===== src/rtl/restore_state_pkg.sv =====
// Context-frame layout shared by the save and restore stages, plus the restore FSM encoding.
package restore_state_pkg;

  localparam int ADDRESS_BITS = 8;
  localparam int DATA_BITS    = 16;
  localparam int STATE_WORDS  = 6;

  localparam logic [2:0] OFF_FLAGS_PC = 3'd0;
  localparam logic [2:0] OFF_CSP      = 3'd1;
  localparam logic [2:0] OFF_SP       = 3'd2;
  localparam logic [2:0] OFF_TOS1     = 3'd3;
  localparam logic [2:0] OFF_TOS2     = 3'd4;
  localparam logic [2:0] OFF_TOS3     = 3'd5;

  localparam int PC_LSB    = 0;
  localparam int PC_MSB    = 8;
  localparam int FLAGS_LSB = 9;
  localparam int FLAGS_MSB = 12;

  typedef enum logic [1:0] {
    IDLE = 2'd0,
    READ = 2'd1,
    LAST = 2'd2,
    DONE = 2'd3
  } state_t;

endpackage


===== src/rtl/restore_state.sv =====
// Reloads a 6-word processor context frame from single-port RAM and unpacks it
// into the PC, flags, stack pointers and top-of-stack cache.
module restore_state
  import restore_state_pkg::*;
#(
  parameter int addrBits = ADDRESS_BITS,
  parameter int dataBits = DATA_BITS
) (
  input  logic                clk,
  input  logic                reset,
  input  logic                start,
  input  logic [addrBits-1:0] stateAddress,
  input  logic [dataBits-1:0] dataOut,
  output logic [addrBits-1:0] address,
  output logic                rwMode,
  output logic [dataBits-1:0] dataIn,
  output logic                finished,
  output logic [8:0]          programCounter,
  output logic [3:0]          aluFlags,
  output logic [addrBits-1:0] callStackPointer,
  output logic [addrBits-1:0] stackPointer,
  output logic [dataBits-1:0] topOfStack1,
  output logic [dataBits-1:0] topOfStack2,
  output logic [dataBits-1:0] topOfStack3
);

  state_t              state, state_nxt;
  logic [addrBits-1:0] base;
  logic [2:0]          idx;
  logic                cap_en;
  logic [2:0]          cap_idx;
  logic                adv;
  logic [addrBits-1:0] addr_nxt;

  assign rwMode = 1'b0;
  assign dataIn = '0;

  always_ff @(posedge clk or negedge reset) begin
    if (!reset) state <= IDLE;
    else        state <= state_nxt;
  end

  // RAM data lags the address by one edge, so the word captured is always idx-1.
  always_comb begin
    state_nxt = state;
    cap_en    = 1'b0;
    cap_idx   = idx - 3'd1;
    adv       = 1'b0;
    addr_nxt  = base + addrBits'(idx) + addrBits'(1);
    case (state)
      IDLE: if (start) state_nxt = READ;
      READ: begin
        if (!start) state_nxt = IDLE;
        else begin
          adv    = 1'b1;
          cap_en = (idx != 3'd0);
          if (idx == 3'd5) state_nxt = LAST;
        end
      end
      LAST: begin
        if (!start) state_nxt = IDLE;
        else begin
          cap_en    = 1'b1;
          cap_idx   = OFF_TOS3;
          state_nxt = DONE;
        end
      end
      DONE: if (!start) state_nxt = IDLE;
      default: state_nxt = IDLE;
    endcase
  end

  always_ff @(posedge clk or negedge reset) begin
    if (!reset) begin
      base             <= '0;
      idx              <= '0;
      address          <= '0;
      finished         <= 1'b0;
      programCounter   <= '0;
      aluFlags         <= '0;
      callStackPointer <= '0;
      stackPointer     <= '0;
      topOfStack1      <= '0;
      topOfStack2      <= '0;
      topOfStack3      <= '0;
    end else begin
      finished <= (state_nxt == DONE);
      if (state == IDLE && start) begin
        base    <= stateAddress;
        address <= stateAddress;
        idx     <= '0;
      end
      if (adv) begin
        idx <= idx + 3'd1;
        // Last frame address already issued once idx hits 5; hold it there.
        if (idx != 3'd5) address <= addr_nxt;
      end
      if (cap_en) begin
        case (cap_idx)
          OFF_FLAGS_PC: begin
            programCounter <= dataOut[PC_MSB:PC_LSB];
            aluFlags       <= dataOut[FLAGS_MSB:FLAGS_LSB];
          end
          OFF_CSP:  callStackPointer <= dataOut[addrBits-1:0];
          OFF_SP:   stackPointer     <= dataOut[addrBits-1:0];
          OFF_TOS1: topOfStack1      <= dataOut;
          OFF_TOS2: topOfStack2      <= dataOut;
          OFF_TOS3: topOfStack3      <= dataOut;
          default: ;
        endcase
      end
    end
  end

endmodule

===== config.mk =====
export PLATFORM = sky130hd
export DESIGN_NAME = restore_state
export DESIGN_NICKNAME = d
export VERILOG_FILES = /design/src/rtl/restore_state_pkg.sv /design/src/rtl/restore_state.sv
export SDC_FILE = /design/constraint.sdc
export NUM_CORES = 1
export LEC_CHECK = 0
export CAP_MARGIN = 20
export CORE_ASPECT_RATIO = 1.5
export CORE_MARGIN = 2
export CORE_UTILIZATION = 30
export DETAILED_ROUTE_END_ITERATION = 10
export PLACE_DENSITY = 0.53
export SETUP_SLACK_MARGIN = 0.02
export SLEW_MARGIN = 5
export SYNTH_ARGS = -nofsm -noshare
export SYNTH_HDL_FRONTEND = slang
export SYNTH_SLANG_ARGS = --single-unit

===== constraint.sdc =====
create_clock -name clk -period 2.6 [get_ports clk]
set_input_delay 0.52 -clock clk [delete_from_list [all_inputs] [get_ports clk]]
set_output_delay 0.52 -clock clk [all_outputs]
set_load 0.05 [all_outputs]

== After elaboration in Yosys (flattened, before gate mapping) ==
Cells that the tools add are included.
Widths: inputs -> output; s select.

* Flip-flop bits (word level): 99
* Input port bits: 27
* Output and inout bits: 103
* Logic and storage cells: 55

* $add $sub $neg: 4
* Equal/unequal tests: 11
* Mux-type cells: 17
* Reduce and logical (&&, ||, !) cells: 11

{| class="wikitable"
|+ Operator list
! kind !! count
|-
| $mux 8 || 3
|-
| $mux 3 || 4
|-
| $reduce_and 2->1 || 6
|-
| $mux 2 || 5
|-
| $eq 3x3->1 const B || 3
|-
| $add 8x1->8 const B || 1
|-
| $add 8x3->8 || 1
|-
| $pmux 2 s4 || 1
|-
| $eq 2x2->1 const B || 3
|-
| $eq 3x2->1 const B || 2
|-
| $add 3x1->3 const B || 1
|-
| $eq 3x1->1 const B || 1
|-
| $logic_not 3->1 || 1
|-
| $mux 1 || 3
|-
| $ne 3x3->1 const B || 1
|-
| $reduce_bool 3->1 || 1
|-
| $sub 3x1->3 const B || 1
|-
| $eq 2x1->1 const B || 1
|-
| $logic_not 2->1 || 1
|-
| $pmux 1 s2 || 1
|-
| $reduce_bool 2->1 || 1
|-
| $logic_and 1x1->1 || 1
|}

== Logic depth before layout (Yosys ltp) ==
Gate-level depths: netlist of run 1.

* Depth after elaboration: 5
* Mapped depth: 7
* Depth with buffers taken out: 7

== Worst setup path before layout of run 1 ==
No wires, ideal clock.

* Kind: reg2reg
* Start: register idx[0]
* End: register topOfStack2[0]
* Setup time: 0.125 ns
* Data arrival time: 2.055 ns
* Data required time: 2.475 ns
* Slack: 0.420 ns
* Cell stages (with the launch flop): 8
* Period minus slack after synthesis: 2.180 ns
* Cell sequence: dfrtp_1 inv_1 ha_1 and3_1 nand4_1 nor2_1 buf_4 mux2_2

* Longest elaborated chain between the ends: 5

{| class="wikitable"
|+ Ends and longest elaborated chain
! what !! RTL line !! source
|-
| start, declared || restore_state.sv:29 || <nowiki>logic [2:0] idx;</nowiki>
|-
| start signal, assigned || restore_state.sv:94 || <nowiki>idx <= idx + 3'd1;</nowiki>
|-
| $sub 3x1->3 || restore_state.sv:47 || <nowiki>cap_idx = idx - 3'd1;</nowiki>
|-
| $mux 3 || restore_state.sv:61 || <nowiki>if (!start) state_nxt = IDLE;</nowiki>
|-
| $mux 3 || restore_state.sv:50 || <nowiki>case (state)</nowiki>
|-
| $eq 3x3->1 || restore_state.sv:99 || <nowiki>case (cap_idx)</nowiki>
|-
| $reduce_and 2->1 (no line) (*) || -- ||
|-
| end signal, assigned || restore_state.sv:107 || <nowiki>OFF_TOS2: topOfStack2 <= dataOut;</nowiki>
|-
| end, declared || restore_state.sv:23 || <nowiki>output logic [dataBits-1:0] topOfStack2,</nowiki>
|}

Every way passes the cells marked *; elsewhere a longest branch is shown, timed or not.
A chain may end at the register's enable or synchronous reset.

== Final worst setup path of run 1 ==
* Start: register idx[1]
* End: register topOfStack3[7]

* Longest elaborated chain between the ends: 5

{| class="wikitable"
|+ Ends and longest elaborated chain
! what !! RTL line !! source
|-
| $sub 3x1->3 || restore_state.sv:47 ||
|-
| $mux 3 || restore_state.sv:61 ||
|-
| $mux 3 || restore_state.sv:50 ||
|-
| $eq 3x3->1 || restore_state.sv:99 ||
|-
| $reduce_and 2->1 (no line) (*) || -- ||
|-
| end signal, assigned || restore_state.sv:108 || <nowiki>OFF_TOS3: topOfStack3 <= dataOut;</nowiki>
|-
| end, declared || restore_state.sv:24 || <nowiki>output logic [dataBits-1:0] topOfStack3</nowiki>
|}

Marked as above.

==> impl_metrics.yaml, run 1 <==
worst_setup_path:
  path_buf_inv: 2
  cp_max_fo: 11
  setup.worst_path.end_class: "flip-flop"
  crit_family: "buffers and inverters"
  worstSetupStartpointType: "flip-flop"
  cpPeakStageDelay_ps: 420
  crit_chain: "inv_1, ha_1, xor2_1, nand3_1, a211oi_4, buf_4, mux2_1"
  worst_ep_required_time_ps: 2820
  cp.arrival_ps: 2500
  worst-setup-path-type: "reg2reg"
  slowest_stage: "dfrtp_1"
power_and_ir_drop:
  peakVddDrop_mv: 0.6513
  power_density_nw_per_um2: 1365
  power_leakage_uw: 0.002839
route:
  dr.pass1.iters: 4
  vias_per_cell: 4.498
  wire_per_inst_um: 16.48
  drt_wl_total_um: 10560
  drt_iter0_drc: 90
  vias: 2883
  drcViolationCount: 0
  ant_nets: 0
sta:
  relSlewSlack_pct: 61.29
  max_freq_mhz: 440.3
  fin_crit_ps: 2271
  final-setup-viol-count: 0
  post-route-period-util_pct: 87.34
  drv_slew: 0
  worst_pin_slew_ps: 578.9
  rsz0062_at_grt: "no"
  finClkSkew_ps: 7.493
  hold_viol_final: 0
  fin_setup_tns_ps: 0
clocking:
  cts_setup_buffers: 0
  cts.sinks: 99
  root_buffer: "clkbuf_16"
  cts_hold_buf: 0
  post_cts_resize_count: 0
  cts_tree: "done"
  htreeDepth: 3
  cts_buffers: 9
  clk_latency_ps: 350
  clkTransAtPathRegs_ps: 70
  clock_path_buffers: 2
die:
  core-area_um2: 14060
  rows: 53
  start_util_pct: 30.87
  die_area_um2: 15460
  dieWidth_um: 102.2
  die_h_um: 151.3
  io_pins: 130
placed_design:
  dpl_cell_area_um2: 5738
  place.gp.congestion: 0.7969
  dpl.hpwl_um: 7849
  io_buffers: 112
synthesis:
  synth_ff_type: "dfrtp_1"
  syn_inst: 314
  synthesis.area_um2: 4339
  postSynthAreaPerCell_um2: 13.82
  ys_warn_count: 0
  synthArstFlopShare_pct: 100.0
  synth-edff-count: 0
  yosysSeqAreaShare_pct: 57.09
  yosysUniqueCellTypes: 36
  synth_seq_cells: 99
status:
  status: "finished, final reports clean"
final_layout:
  fin_area_um2: 6051
  drive_gt1_share_pct: 24.50
  fillers: 1362
  final_nets: 484
  syn_to_final_growth_pct: 39.45
  n_antenna_cell: 0
min_path:
  hold_class: "in2async"
run:
  drv_cap: 0
global_route:
  grt_pass1_vias: 3132
  grt_antenna_before_repair: 0
  grt_usage_pct: 14.55
  grt_overflow: 0
  grt_max_degree: 50
  grt_first_pass_wirelength_um: 16970
synthesized netlist by cell type, drive strengths merged (2+ instances only):
library cell	n	area, um2
nor3	3	30.03
nand3	5	25.02
nand4	3	18.77
nor2	5	18.77
o21ai	5	25.02
nand2	10	37.54
mux2i	7	70.07
xnor2	5	51.30
nor2b	2	12.51
mux2	78	878.3
clkbuf	2	7.510
inv	7	26.28
a21o	8	60.06
buf	24	176.4
ha	12	150.1
and3	9	56.30
a21oi	15	78.83
xor2	3	26.28
dfrtp	99	2477
per-stage QoR:
step	std cells	worst slack (ps)	hold slack [ps]	utilization, %	total power, uW
finish	641	329.1	81.67	43.04	8262
detailed placement	625	169.6	462.3	40.82	6946
global placement	625	196.3	461.8	40.82	6893
CTS	641	290.6	83.00	43.04	8377
global route	641	160.5	101.4	43.04	8703
floorplan	330	420.1	224.4	-	5461
area by class of cell:
cell class / count / area [um2] / area share [%]
Multi-Input combinational cell: 198 / 1723 / 28.47
Sequential cell: 99 / 2477 / 40.94
Tap cell: 192 / 240.2 / 3.970
Clock buffer: 10 / 239.0 / 3.950
Timing Repair Buffer: 129 / 1271 / 21.01
Clock inverter: 6 / 73.82 / 1.220
Inverter: 7 / 26.28 / 0.4342
per-layer routing:
metal	routed length (um)	up-vias	global-route usage (%)
met5	0	-	0
li1	-	1325	-
met1	4294	1466	17.23
met2	5591	81	25.33
met4	188	0	5.600
met3	488	11	3.369
flip-flops by register name (all words and copies together) (netlist names):
| signal | flops |
|---|---|
| address | 8 |
| programCounter | 9 |
| state | 2 |
| base | 8 |
| topOfStack3 | 16 |
| finished | 1 |
| topOfStack1 | 16 |
| callStackPointer | 8 |
| aluFlags | 4 |
| idx | 3 |
| topOfStack2 | 16 |
| stackPointer | 8 |
report_power, final:
part | leakage (uW) | total (uW) | internal (uW) | switching [uW]
Combinational | 0.00137 | 4360 | 1580 | 2780
Sequential | 0.00132 | 2510 | 2130 | 379
Clock | 0.000147 | 1390 | 783 | 611
Total | 0.00284 | 8260 | 4490 | 3770
worst paths after layout:
kind,depth (start not counted),slack [ps],from,end
max,7,330,idx[1],topOfStack3[7]
min,1,80,reset,address[6]
max reg2reg,7,330,idx[1],topOfStack3[7]
min reg2reg,1,490,base[0],base[0]
max in group asynchronous,2,1840,reset,programCounter[5]
min in group clk,1,490,base[0],base[0]
cell families (layout without fill, tap and decap cells):
group / count (synthesis) / after routing / share of synthesized area [%]
buffers and inverters: 33 / 152 / 4.844
flip-flops: 99 / 99 / 57.09
AND/OR/NAND/NOR: 41 / 41 / 5.248
adder cells (fa/ha/maj): 13 / 13 / 3.921
multiplexers: 85 / 85 / 21.86
XOR/XNOR: 8 / 8 / 1.788
other: 1 / 17 / 0.08642
AO/OA/AOI/OAI: 34 / 34 / 5.162
layout by cell type (no fill, tap or decap), types with 7 or more instances in the layout:
master / instances
buf_4: 16
mux2i_1: 7
and3_1: 9
clkdlybuf4s50_1: 111
nand2_1: 10
clkbuf_16: 9
mux2_2: 68
dfrtp_1: 99
conb_1: 17
a21o_1: 8
ha_1: 12
mux2_1: 10
inv_1: 7
a21oi_1: 14
Power figures use the tool's default switching activity.
==> inputs of run 2 (changes only) <==
CORE_ASPECT_RATIO = 0.8   (was 1.5)
CORE_UTILIZATION = 41   (was 30)
PLACE_DENSITY = 0.69   (was 0.53)
SETUP_SLACK_MARGIN = unset   (was 0.02)
==> impl_metrics.yaml, run 2 (same netlist as run 1, synthesis figures left out) <==
status:
  status: "finished, final reports clean"
power_and_ir_drop:
  clock_power_share_pct: 16.1
  power_leakage_uw: 0.002809
  pwr-share-comb_pct: 53.2
  power_density_nw_per_um2: 1374
  p_sw_uw: 3793
  peakVddDrop_mv: 0.6917
  p_total_uw: 8166
  switching_share_pct: 46.45
  pwr-share-seq_pct: 30.7
  p_int_uw: 4373
sta:
  finClkSkew_ps: 10.93
  final-setup-viol-count: 0
  rsz0062_at_grt: "no"
  max_freq_mhz: 433.4
  relSlewSlack_pct: 61.87
  worst_pin_slew_ps: 570.1
  drv_slew: 0
  fin_crit_ps: 2307
  fin_setup_tns_ps: 0
  hold_viol_final: 0
  post-route-period-util_pct: 88.74
die:
  dieWidth_um: 119.0
  rows: 33
  core-area_um2: 10280
  io_pins: 130
  die_h_um: 96.02
  start_util_pct: 42.21
  die_area_um2: 11430
route:
  dr.pass1.iters: 4
  drt_wl_total_um: 9715
  wire_per_inst_um: 16.64
  ant_nets: 0
  drt_iter0_drc: 67
  drcViolationCount: 0
  vias: 2826
  vias_per_cell: 4.839
min_path:
  hold_class: "in2async"
worst_setup_path:
  ff2ff_setup_slack_ps: 290
  reg2reg_depth: 7
  setup.worst_path.end_class: "flip-flop"
  cp_max_fo: 8
  worstSetupStartpointType: "flip-flop"
  r2r-start: "idx[0]"
  crit_family: "flip-flops"
  crit_chain: "inv_1, ha_1, xor2_1, nand3_1, a211oi_4, buf_4, mux2_2"
  path_buf_inv: 2
  cp.arrival_ps: 2540
  startpoint: "idx[0]"
  worst_ep_required_time_ps: 2840
  worst-setup-path-type: "reg2reg"
  cpPeakStageDelay_ps: 490
  slowest_stage: "dfrtp_1"
  r2r-end: "topOfStack3[1]"
clocking:
  cts_hold_buf: 0
  clk_latency_ps: 350
  clkTransAtPathRegs_ps: 70
  cts_buffers: 9
  cts.sinks: 99
  root_buffer: "clkbuf_16"
  htreeDepth: 3
  cts_tree: "done"
  post_cts_resize_count: 0
  cts_setup_buffers: 0
  clock_path_buffers: 2
run:
  drv_cap: 0
final_layout:
  syn_to_final_growth_pct: 36.94
  n_antenna_cell: 0
  finalCoreUtilization_pct: 57.79
  final_nets: 479
  final_common_cell: "clkdlybuf4s50_1"
  final_cell_mix: "111 x clkdlybuf4s50_1, 99 x dfrtp_1, 68 x mux2_2, 17 x conb_1, 14 x a21oi_1"
  fillers: 855
  drive_gt1_share_pct: 23.42
  reg.largest.list: "topOfStack1 x16, topOfStack2 x16, topOfStack3 x16"
global_route:
  grt_antenna_before_repair: 0
  grt_max_degree: 62
  grt_overflow: 0
  grt_pass1_vias: 2965
  grt_usage_pct: 18.01
  grt_first_pass_wirelength_um: 15530
placed_design:
  place.gp.congestion: 0.8087
  io_buffers: 112
  dpl.hpwl_um: 6804
==> run 2: metrics by stage <==
step | instance area, um2 | hold WS [ps] | setup WS (ps) | cells
after floorplan | 4399 | 224.4 | 420.1 | 330
after global placement | 5645 | 466.5 | 338.7 | 568
after detailed placement | 5645 | 474.6 | 303.9 | 568
after CTS | 5942 | 150.3 | 298.0 | 584
after global routing | 5942 | 175.5 | 181.0 | 584
final | 5942 | 142.3 | 292.7 | 584
==> run 2: cell type report <==
cell class	instances	area [um2]	area share, %
repair buffers	124	1246	20.97
flip-flops and latches	99	2477	41.69
well taps	140	175.2	2.948
clock buffers	9	225.2	3.790
inverters	7	26.28	0.4422
multi-input cells	198	1720	28.95
clock inverters	7	71.32	1.200
==> run 2: how the worst max path moves through the flow <==
stage,to,cells past startpoint
CTS,topOfStack3[1],7
detailed placement,topOfStack3[6],5
floorplan,topOfStack2[0],7
global route,topOfStack3[3],7
finish,topOfStack3[1],7
global placement,programCounter[8],6
==> run 2: layer usage <==
layer / global-route usage [%] / wire, um
met1: 22.06 / 4240
met5: 0 / 0
met3: 9.419 / 930
met2: 27.63 / 4415
met4: 5.952 / 128
==> run 2: power by group through the flow <==
stage | clock [uW] | sequential (uW) | combinational, uW
final | 1320 | 2510 | 4340
after global routing | 1400 | 2590 | 4590
after detailed placement | 0 | 2530 | 4360
after floorplan | 0 | 4210 | 1250
after global placement | 0 | 2510 | 4310
after CTS | 1350 | 2510 | 4380
==> inputs of run 3 (changes only) <==
CORE_UTILIZATION = 47   (was 41)
PLACE_DENSITY = 0.78   (was 0.69)
==> impl_metrics.yaml, run 3 (same netlist as run 1, synthesis figures left out) <==
clocking:
  clk_latency_ps: 330
  cts_tree: "done"
  post_cts_resize_count: 0
  clock_path_buffers: 2
  htreeDepth: 3
  cts_buffers: 9
  cts_setup_buffers: 0
  root_buffer: "clkbuf_16"
  clkTransAtPathRegs_ps: 70
  cts_hold_buf: 0
  cts.sinks: 99
die:
  start_util_pct: 48.22
  die_h_um: 89.94
  die_area_um2: 10020
  core-area_um2: 8999
  dieWidth_um: 111.4
  io_pins: 130
  rows: 31
min_path:
  hold_class: "in2async"
placed_design:
  io_buffers: 112
  dp_slack_ps: 234.2
  dp_cells: 540
  dpl.hpwl_um: 6552
  dpl_cell_area_um2: 5604
  place.gp.congestion: 0.7774
power_and_ir_drop:
  power_leakage_uw: 0.002807
  p_total_uw: 8179
  power_density_nw_per_um2: 1384
  peakVddDrop_mv: 0.7027
final_layout:
  n_antenna_cell: 0
  fin_area_um2: 5908
  final_nets: 476
  syn_to_final_growth_pct: 36.16
  final_common_cell: "clkdlybuf4s50_1"
  final_cell_mix: "111 x clkdlybuf4s50_1, 99 x dfrtp_1, 68 x mux2_2, 17 x conb_1, 14 x a21oi_1"
  reg.largest.list: "topOfStack1 x16, topOfStack2 x16, topOfStack3 x16"
  stdcell_count: 556
  drive_gt1_share_pct: 22.68
  fillers: 686
route:
  drcViolationCount: 0
  vias_per_cell: 5.128
  dr.pass1.iters: 4
  ant_nets: 0
  drt_wl_total_um: 9376
  vias: 2851
  drt_iter0_drc: 88
  wire_per_inst_um: 16.86
global_route:
  grt_antenna_before_repair: 0
  grt_pass1_vias: 3031
  grt_usage_pct: 19.31
  grt_max_degree: 62
  grt_overflow: 0
  grt_first_pass_wirelength_um: 15490
worst_setup_path:
  cp_max_fo: 13
  slowest_stage: "dfrtp_1"
  setup.worst_path.end_class: "flip-flop"
  worst-setup-path-type: "reg2reg"
  crit_chain: "inv_1, ha_1, xor2_1, nand3_1, a211oi_4, buf_12, mux2_1"
  cp.arrival_ps: 2530
  cpPeakStageDelay_ps: 460
  worstSetupStartpointType: "flip-flop"
  reg2reg_depth: 7
  worst_ep_required_time_ps: 2810
status:
  status: "finished, final reports clean"
sta:
  post-route-period-util_pct: 89.19
  hold_viol_final: 0
  fin_setup_tns_ps: 0
  finClkSkew_ps: 8.630
  worst_pin_slew_ps: 579.4
  max_freq_mhz: 431.2
  final-setup-viol-count: 0
  setup_slack_ps: 281.1
  fin_crit_ps: 2319
  rsz0062_at_grt: "no"
  drv_slew: 0
  relSlewSlack_pct: 61.25
run:
  drv_cap: 0
## run 3: final cells by class
class,count,area [um2],share of cell area (%)
tap,115,143.9,2.435
sequential,99,2477,41.93
multi-input combinational,198,1720,29.12
clock inverter,5,61.31,1.038
inverter,7,26.28,0.4447
timing repair buffer,121,1236,20.92
clock buffer,11,242.7,4.108
## run 3: per-layer routing
metal  wire length [um]  track usage (%)  vias up
met5                  0                0        -
met3                743            8.699        4
met1               4061            24.52     1445
li1                   -                -     1322
met2               4528            31.45       80
met4                 42            2.881        0
## run 3: report_power, final
part | switching [uW] | internal [uW]
logic | 2770 | 1560
clock network | 554 | 778
registers | 386 | 2130
## run 3: stage by stage
step           utilization (%)  hold WS [ps]
2_1_floorplan                -         224.4
3_3_place_gp             62.28         462.3
3_5_place_dp             62.28         469.8
4_1_cts                  65.66         174.5
5_1_grt                  65.66         189.5
6_report                 65.66         157.9
## run 3: path summary, 6_finish.rpt
kind / from / end / slack [ps]
setup / recovery: idx[0] / topOfStack3[9] / 280
hold / removal: reset / address[7] / 160
setup reg to reg: idx[0] / topOfStack3[9] / 280
hold reg to reg: base[0] / base[0] / 480
max in group asynchronous: reset / topOfStack2[12] / 1750
min in group clk: base[0] / base[0] / 480
## run 3: worst max-delay path: cells and delay by family, from the launching register on
family	cells	cell delay, ps
adders and majority gates	1	260
buffers and inverters	2	380
AOI/OAI and AO/OA	1	400
xor gates and xnor gates	1	220
DFF	1	460
and+or+nand+nor	1	160
muxes	1	330
